## config.mk

```make
export PLATFORM = sky130hd
export DESIGN_NAME = pipe_hazard_unit
export DESIGN_NICKNAME = d
export VERILOG_FILES = /design/src/rtl/pipe_hazard_unit.sv
export SDC_FILE = /design/constraint.sdc
export NUM_CORES = 1
export LEC_CHECK = 0
export CORE_ASPECT_RATIO = 0.9
export CORE_MARGIN = 4
export CORE_UTILIZATION = 37
export CTS_CLUSTER_SIZE = 14
export DETAILED_ROUTE_END_ITERATION = 7
export PLACE_DENSITY = 0.84
export SLEW_MARGIN = 25
export SYNTH_ARGS = -nofsm -noshare
export SYNTH_HDL_FRONTEND = slang
export SYNTH_SLANG_ARGS = --single-unit
```

## constraint.sdc

```tcl
create_clock -name clk -period 2.7 [get_ports clk]
set_clock_uncertainty 0.2 [all_clocks]
set_input_delay 0.675 -clock clk [delete_from_list [all_inputs] [get_ports clk]]
set_output_delay 0.675 -clock clk [all_outputs]
set_load 0.005 [all_outputs]
```

## src/rtl/pipe_hazard_unit.sv

```systemverilog
// rtl/pipe_hazard_unit.sv - forwarding, stall and mult/div busy tracking for the five-stage MIPS pipeline
// Optional stall-cycle counter built only when HAZARD_PERF_EN is defined.
module pipe_hazard_unit #(
    parameter int REGW  = 5,
    parameter int MDLAT = 32
) (
    input  logic            clk,
    input  logic            reset,
    input  logic [REGW-1:0] RsD,
    input  logic [REGW-1:0] RtD,
    input  logic [REGW-1:0] RsE,
    input  logic [REGW-1:0] RtE,
    input  logic            BranchD,
    input  logic            MdUseD,
    input  logic [REGW-1:0] WriteRegE,
    input  logic [REGW-1:0] WriteRegM,
    input  logic [REGW-1:0] WriteRegW,
    input  logic            RegWriteE,
    input  logic            RegWriteM,
    input  logic            RegWriteW,
    input  logic            MemtoRegE,
    input  logic            MemtoRegM,
    input  logic            MdStartE,
    output logic            StallF,
    output logic            StallD,
    output logic            FlushE,
    output logic            ForwardAD,
    output logic            ForwardBD,
    output logic [1:0]      ForwardAE,
    output logic [1:0]      ForwardBE,
    output logic            MdBusy,
    output logic            MdDone,
    output logic [31:0]     StallCount
);

    localparam int CW = $clog2(MDLAT + 1);
    localparam logic [CW-1:0] CNT_LOAD = CW'(MDLAT);
    localparam logic [CW-1:0] CNT_ONE  = CW'(1);

    typedef enum logic {MD_IDLE, MD_BUSY} md_state_t;

    md_state_t       state_q, state_d;
    logic [CW-1:0]   cnt_q, cnt_d;
    logic            busy_q, busy_d;
    logic            done_q, done_d;

    logic rsd_nz, rtd_nz, rse_nz, rte_nz;
    logic lwstall, branchstall, mdstall, stall;

    assign rsd_nz = (RsD != '0);
    assign rtd_nz = (RtD != '0);
    assign rse_nz = (RsE != '0);
    assign rte_nz = (RtE != '0);

    always_comb begin
        ForwardAE = 2'b00;
        if (rse_nz && RegWriteM && (WriteRegM == RsE))
            ForwardAE = 2'b10;
        else if (rse_nz && RegWriteW && (WriteRegW == RsE))
            ForwardAE = 2'b01;

        ForwardBE = 2'b00;
        if (rte_nz && RegWriteM && (WriteRegM == RtE))
            ForwardBE = 2'b10;
        else if (rte_nz && RegWriteW && (WriteRegW == RtE))
            ForwardBE = 2'b01;
    end

    assign ForwardAD = rsd_nz && RegWriteM && (WriteRegM == RsD);
    assign ForwardBD = rtd_nz && RegWriteM && (WriteRegM == RtD);

    assign lwstall = MemtoRegE &&
                     ((rsd_nz && (RtE == RsD)) || (rtd_nz && (RtE == RtD)));

    // A branch compares in D, so an ALU result still in E, or load data still in M, cannot reach it.
    assign branchstall = BranchD &&
        ((RegWriteE && ((rsd_nz && (WriteRegE == RsD)) || (rtd_nz && (WriteRegE == RtD)))) ||
         (MemtoRegM && ((rsd_nz && (WriteRegM == RsD)) || (rtd_nz && (WriteRegM == RtD)))));

    assign mdstall = MdUseD && (busy_q || MdStartE);

    assign stall  = lwstall || branchstall || mdstall;
    assign StallF = stall;
    assign StallD = stall;
    assign FlushE = stall;

    // A start arriving while busy is dropped; the D-stage stall keeps that from happening in practice.
    always_comb begin
        state_d = state_q;
        cnt_d   = cnt_q;
        case (state_q)
            MD_IDLE: begin
                if (MdStartE) begin
                    state_d = MD_BUSY;
                    cnt_d   = CNT_LOAD;
                end
            end
            MD_BUSY: begin
                cnt_d = cnt_q - CNT_ONE;
                if (cnt_q == CNT_ONE)
                    state_d = MD_IDLE;
            end
        endcase
        busy_d = (cnt_d != '0);
        done_d = (cnt_d == CNT_ONE);
    end

    always_ff @(posedge clk or posedge reset) begin
        if (reset) begin
            state_q <= MD_IDLE;
            cnt_q   <= '0;
            busy_q  <= 1'b0;
            done_q  <= 1'b0;
        end else begin
            state_q <= state_d;
            cnt_q   <= cnt_d;
            busy_q  <= busy_d;
            done_q  <= done_d;
        end
    end

    assign MdBusy = busy_q;
    assign MdDone = done_q;

`ifdef HAZARD_PERF_EN
    logic [31:0] stall_count_q, stall_count_d;

    always_comb stall_count_d = stall_count_q + {31'd0, stall};

    always_ff @(posedge clk or posedge reset) begin
        if (reset)
            stall_count_q <= '0;
        else
            stall_count_q <= stall_count_d;
    end

    assign StallCount = stall_count_q;
`else
    assign StallCount = '0;
`endif

endmodule

```

==> flow_metrics.env, run 1 <==
export IMPL_final_common_cell="conb_1"
export IMPL_dp_hpwl_microns=3590
export IMPL_whs_ns=0.365
export IMPL_layout_common_cells="32 x conb_1, 27 x xnor2_1, 24 x buf_4, 21 x buf_2, 14 x xor2_1"
export IMPL_wl_per_cell_microns=15.2
export IMPL_p_leak_nw=1.01
export IMPL_initial_utilization=0.398
export IMPL_die_w_microns=72.7
export IMPL_max_vdd_ir_drop_uv=244
export IMPL_ys_warn_count=0
export IMPL_hold_start="cnt_q[3]"
export IMPL_grt_util_all_layers=0.186
export IMPL_ant_nets=0
export IMPL_r2r_start="cnt_q[0]"
export IMPL_p_per_area_nw_per_um2=414
export IMPL_crit_slowest_cell="or4_4"
export IMPL_area_growth_pct=58.3
export IMPL_crit_chain="buf_6 > or4_4 > nor2_4 > nor4_2 > o211ai_1 > nand4_1 > buf_2"
export IMPL_hold_class="reg2reg"
export IMPL_clock_sinks=9
export IMPL_fin_setup_tns_ns=-0.627
export IMPL_rows=20
export IMPL_grt_pass1_wl_microns=6810
export IMPL_ys_seq_area_frac=0.162
export IMPL_h_tree_depth=1
export IMPL_die_y_microns=66.2
export IMPL_status="complete, but fails checks"
export IMPL_fin_crit_ns=2.86
export IMPL_die_area_sq_um=4810
export IMPL_layout_drive_gt1_share=0.382
export IMPL_core_area_sq_um=3500
export IMPL_timing_fmax_ghz=0.349
export IMPL_synth_seq_cells=9
export IMPL_cts_max_path_buffers=2
export IMPL_hold_viol=0
export IMPL_worst_slack_ns=-0.165
export IMPL_maxCapViolCount=0
export IMPL_nets=299
export IMPL_syn_area_sq_um=1390
export IMPL_finalCritPeriodShare=1.06
export IMPL_postSynthAreaPerCell_sq_um=7.96
export IMPL_syn_inst=175
export IMPL_ios=88
export IMPL_cts_buffers=3
export IMPL_synth_distinct_cells=30
export IMPL_grt_max_degree=13
export IMPL_critPathCaptureType="output pin"
export IMPL_cts_tree="done"
export IMPL_critPathLaunch="RtD[4]"
export IMPL_wl_microns=4480
export IMPL_slew_violations=0
export IMPL_violations="setup timing"
export IMPL_worstPathArrival_ns=1.99
export IMPL_antennaDiodeCount=0
export IMPL_viasPerCell=4.66
export IMPL_drtIter0Drc=57
export IMPL_worstSetupStartpointType="input pin"
export IMPL_rrSetupSlack_ns=0.45
export IMPL_worstPathMaxFanout=3
export IMPL_path_clk_slew_ns=0.04
export IMPL_clk_latency_ns=0.23
export IMPL_cts_root_buf="clkbuf_8"
export IMPL_critPathMaxStageDelay_ns=0.53
export IMPL_cp_required_ns=1.82
export IMPL_grt_pass1_vias=1393
export IMPL_vias=1375
export IMPL_overflow=0
export IMPL_numPortBuffers=55
export IMPL_routabilityCongestion=0.901
export IMPL_rsz0062_at_grt="true"
export IMPL_path_class="in2out"
export IMPL_finalSetupViolCount=4
export IMPL_drc=0
export IMPL_antenna_found_initial=0
export IMPL_drt_pass1_iterations=4
area by class of cell:
class                   instances  area [sq um]
repair buffers                 84           688
well taps                      44          55.1
inverters                       6          22.5
flip-flops and latches          9           225
fillers                       312          1300
multi-input cells             148          1170
clock inverters                 1          5.00
clock buffers                   3          41.3
what timing repair did:
action / in CTS / in global routing
pin swaps: 26 / 11
buffers inserted: 0 / 0
setup endpoints to repair: 9 / 9
hold buffers: 0 / 0
gates resized for setup: 148 / 25
gates cloned: 0 / 0
Yosys cell counts (all sizes together):
library cell,n,area [sq um]
or2,1,6.26
conb,1,3.75
or3b,1,8.76
inv,6,22.5
o21ai,4,20.0
mux2i,1,10.0
o211ai,2,15.0
nand2,6,22.5
mux2,1,11.3
nor4,11,68.8
or3,1,11.3
nand4,5,31.3
xnor2,34,298
xor2,16,140
buf,35,259
a22o,1,8.76
dfrtp,9,225
o31a,1,10.0
a31oi,1,12.5
nor2,6,22.5
a21oi,3,15.0
o22ai,1,6.26
nand3,6,30.0
or4,5,37.5
o31ai,1,7.51
nor3,3,15.0
clkbuf,8,30.0
and2,3,18.8
ha,2,25.0
per-layer routing:
metal | share of wire | up-vias | global-route usage
met5 | 0 | - | 0
met4 | 0.014 | 0 | 0.0415
met3 | 0.087 | 7 | 0.0274
met2 | 0.48 | 62 | 0.320
met1 | 0.42 | 622 | 0.242
li1 | - | 684 | -
kinds of logic (layout without fill, tap and decap cells):
logic type,count (synthesis),after routing,share of synthesized area
xor+xnor,50,50,0.314
buf+inv,49,94,0.224
simple gates,48,48,0.196
compound gates,14,14,0.0683
flops,9,9,0.162
fa+ha+maj,2,2,0.0180
mux,2,2,0.0153
other cells,1,32,0.00269
metrics by stage:
stage / utilization / power [mW] / instances / setup slack [ns] / cell area [sq um]
2_1_floorplan: - / 0.575 / 206 / -0.0572 / 1540
5_1_grt: 0.629 / 0.988 / 295 / -0.266 / 2200
3_3_place_gp: 0.591 / 0.724 / 291 / -0.888 / 2070
4_1_cts: 0.613 / 0.901 / 295 / -0.173 / 2150
3_5_place_dp: 0.591 / 0.741 / 291 / -0.907 / 2070
6_report: 0.629 / 0.914 / 295 / -0.165 / 2200
power by group:
| group | switching (mW) | internal (mW) | total (mW) |
|---|---|---|---|
| registers | 0.0738 | 0.192 | 0.266 |
| logic | 0.233 | 0.264 | 0.497 |
| clock network | 0.0506 | 0.100 | 0.151 |
flip-flops by register name (all words and copies together), names as in the netlist:
name and cells:
MdBusy 1, MdDone 1, cnt_q 6, state_q 1
critical path, delay by kind of cell:
| family | cells | cell delay (ns) |
|---|---|---|
| compound gates | 1 | 0.17 |
| buf+inv | 2 | 0.25 |
| simple gates | 4 | 0.88 |
path summary, 6_finish.rpt:
kind	end	cells past startpoint
setup / recovery	FlushE	7
hold / removal	cnt_q[3]	1
setup reg to reg	MdBusy	7
hold reg to reg	cnt_q[3]	1
max in group asynchronous	cnt_q[5]	2
min in group asynchronous	cnt_q[4]	2
(Power assumes the default switching activity.)
==> inputs of run 2 (changes only) <==
SKIP_CTS_REPAIR_TIMING = 1   (was unset)
==> run 2 against run 1 <==
Against the previous run: the flow still finishes with violations (setup timing); register-to-register slack barely moved; worst setup slack got worse by 0.18 ns; combinational power rose by 4%; non-clock buffer count rose by 6; largest cell class unchanged; first-iteration DRC count rose by 67%; sequential power barely moved; core utilization rose by 2.7 points; sequential share of layout area fell by 0.43 points.
==> flow_metrics.env, run 2 (same netlist as run 1, synthesis figures left out) <==
export IMPL_status="complete, but fails checks"
export IMPL_violations="setup timing"
export IMPL_vias=1430
export IMPL_cp_depth=8
export IMPL_grt_max_degree=13
export IMPL_critPathCaptureType="output pin"
export IMPL_drc=0
export IMPL_antennaDiodeCount=0
export IMPL_dp_hpwl_microns=3590
export IMPL_maxCapViolCount=0
export IMPL_grt_pass1_vias=1325
export IMPL_routabilityCongestion=0.901
export IMPL_path_class="in2out"
export IMPL_cts_buffers=3
export IMPL_placed_cells=291
export IMPL_critPathTopFamily="simple AND/OR/NAND/NOR gates"
export IMPL_path_clk_slew_ns=0.04
export IMPL_nFillCells=282
export IMPL_rsz0062_at_grt="true"
export IMPL_p_leak_nw=1.14
export IMPL_wl_per_cell_microns=15.0
export IMPL_cts_root_buf="clkbuf_8"
export IMPL_crit_slowest_cell="or4_4"
export IMPL_grt_pass1_wl_microns=6200
export IMPL_die_y_microns=66.2
export IMPL_die_w_microns=72.7
export IMPL_drt_pass1_iterations=4
export IMPL_die_area_sq_um=4810
export IMPL_initial_utilization=0.398
export IMPL_nets=305
export IMPL_layout_drive_gt1_share=0.374
export IMPL_antenna_found_initial=0
export IMPL_largest_reg_flops=6
export IMPL_drtIter0Drc=95
export IMPL_final_util=0.657
export IMPL_cp_common_cell="buf_6"
export IMPL_crit_chain="buf_6 > or4_4 > nor2_4 > nor4_2 > o211ai_1 > nand4_1 > buf_4 > buf_6"
export IMPL_core_area_sq_um=3500
export IMPL_clock_sinks=9
export IMPL_area_growth_pct=65.2
export IMPL_worst_slack_ns=-0.340
export IMPL_ios=88
export IMPL_cp_required_ns=1.82
export IMPL_layout_common_cells="32 x conb_1, 28 x buf_4, 26 x xnor2_1, 17 x dlymetal6s2s_1, 16 x xor2_1"
export IMPL_clk_latency_ns=0.23
export IMPL_cts_tree="done"
export IMPL_critical_path_buf_inv_count=3
export IMPL_rows=20
export IMPL_numPortBuffers=55
export IMPL_h_tree_depth=1
export IMPL_wl_microns=4520
export IMPL_p_per_area_nw_per_um2=405
export IMPL_cts_max_path_buffers=2
export IMPL_slew_violations=0
export IMPL_hold_class="reg2reg"
export IMPL_ant_nets=0
export IMPL_viasPerCell=4.75
export IMPL_stdcell_count=301
export IMPL_worstPathArrival_ns=2.17
export IMPL_max_vdd_ir_drop_uv=249
export IMPL_worstPathMaxFanout=3
export IMPL_finalCritPeriodShare=1.13
export IMPL_fin_crit_ns=3.04
export IMPL_hold_depth=1
export IMPL_final_common_cell="conb_1"
export IMPL_worstSetupStartpointType="input pin"
export IMPL_multi_input_area_sq_um=1160
export IMPL_critPathMaxStageDelay_ns=0.54
export IMPL_overflow=0
export IMPL_hold_viol=0
export IMPL_regMostFlops="cnt_q"
export IMPL_finalSetupViolCount=5
export IMPL_timing_fmax_ghz=0.329
export IMPL_grt_util_all_layers=0.166
export IMPL_r2r_cells=7
export IMPL_regArea_sq_um=225
run 2: final cells by class:
cell class	count	share of cell area
Multi-Input combinational cell	148	0.506
Timing Repair Buffer	90	0.343
Sequential cell	9	0.0979
Tap cell	44	0.0239
Clock buffer	3	0.0179
Inverter	6	0.00979
Clock inverter	1	0.00218
run 2: path summary, 6_finish.rpt:
path | start | slack, ns | to
max | RtD[1] | -0.34 | FlushE
min in group asynchronous | reset | 0.50 | cnt_q[4]
max in group asynchronous | reset | 1.55 | cnt_q[5]
min | cnt_q[3] | 0.36 | cnt_q[3]
max reg2reg | cnt_q[0] | 0.45 | MdBusy
min reg2reg | cnt_q[3] | 0.36 | cnt_q[3]
run 2: metrics by stage:
step / hold WS, ns / setup TNS [ns] / setup slack (ns) / power (mW) / area [sq um]
after floorplan: 0.298 / -0.114 / -0.0572 / 0.575 / 1540
after global placement: 0.344 / -6.88 / -0.888 / 0.724 / 2070
after detailed placement: 0.345 / -7.18 / -0.907 / 0.741 / 2070
after CTS: 0.353 / -7.14 / -0.892 / 0.900 / 2120
after global routing: 0.386 / -1.50 / -0.394 / 1.01 / 2300
final: 0.365 / -1.13 / -0.340 / 0.932 / 2300
run 2: layer usage:
| metal | part of all wire | wire length (microns) | track usage |
|---|---|---|---|
| met1 | 0.40 | 1800 | 0.227 |
| met3 | 0.093 | 418 | 0.0243 |
| met2 | 0.49 | 2220 | 0.279 |
| met4 | 0.018 | 82 | 0.0276 |
| met5 | 0 | 0 | 0 |
run 2: power breakdown:
part           internal (mW)  total [mW]  switching [mW]
clock                  0.100       0.151          0.0506
combinational          0.278       0.516           0.238
sequential             0.192       0.265          0.0736
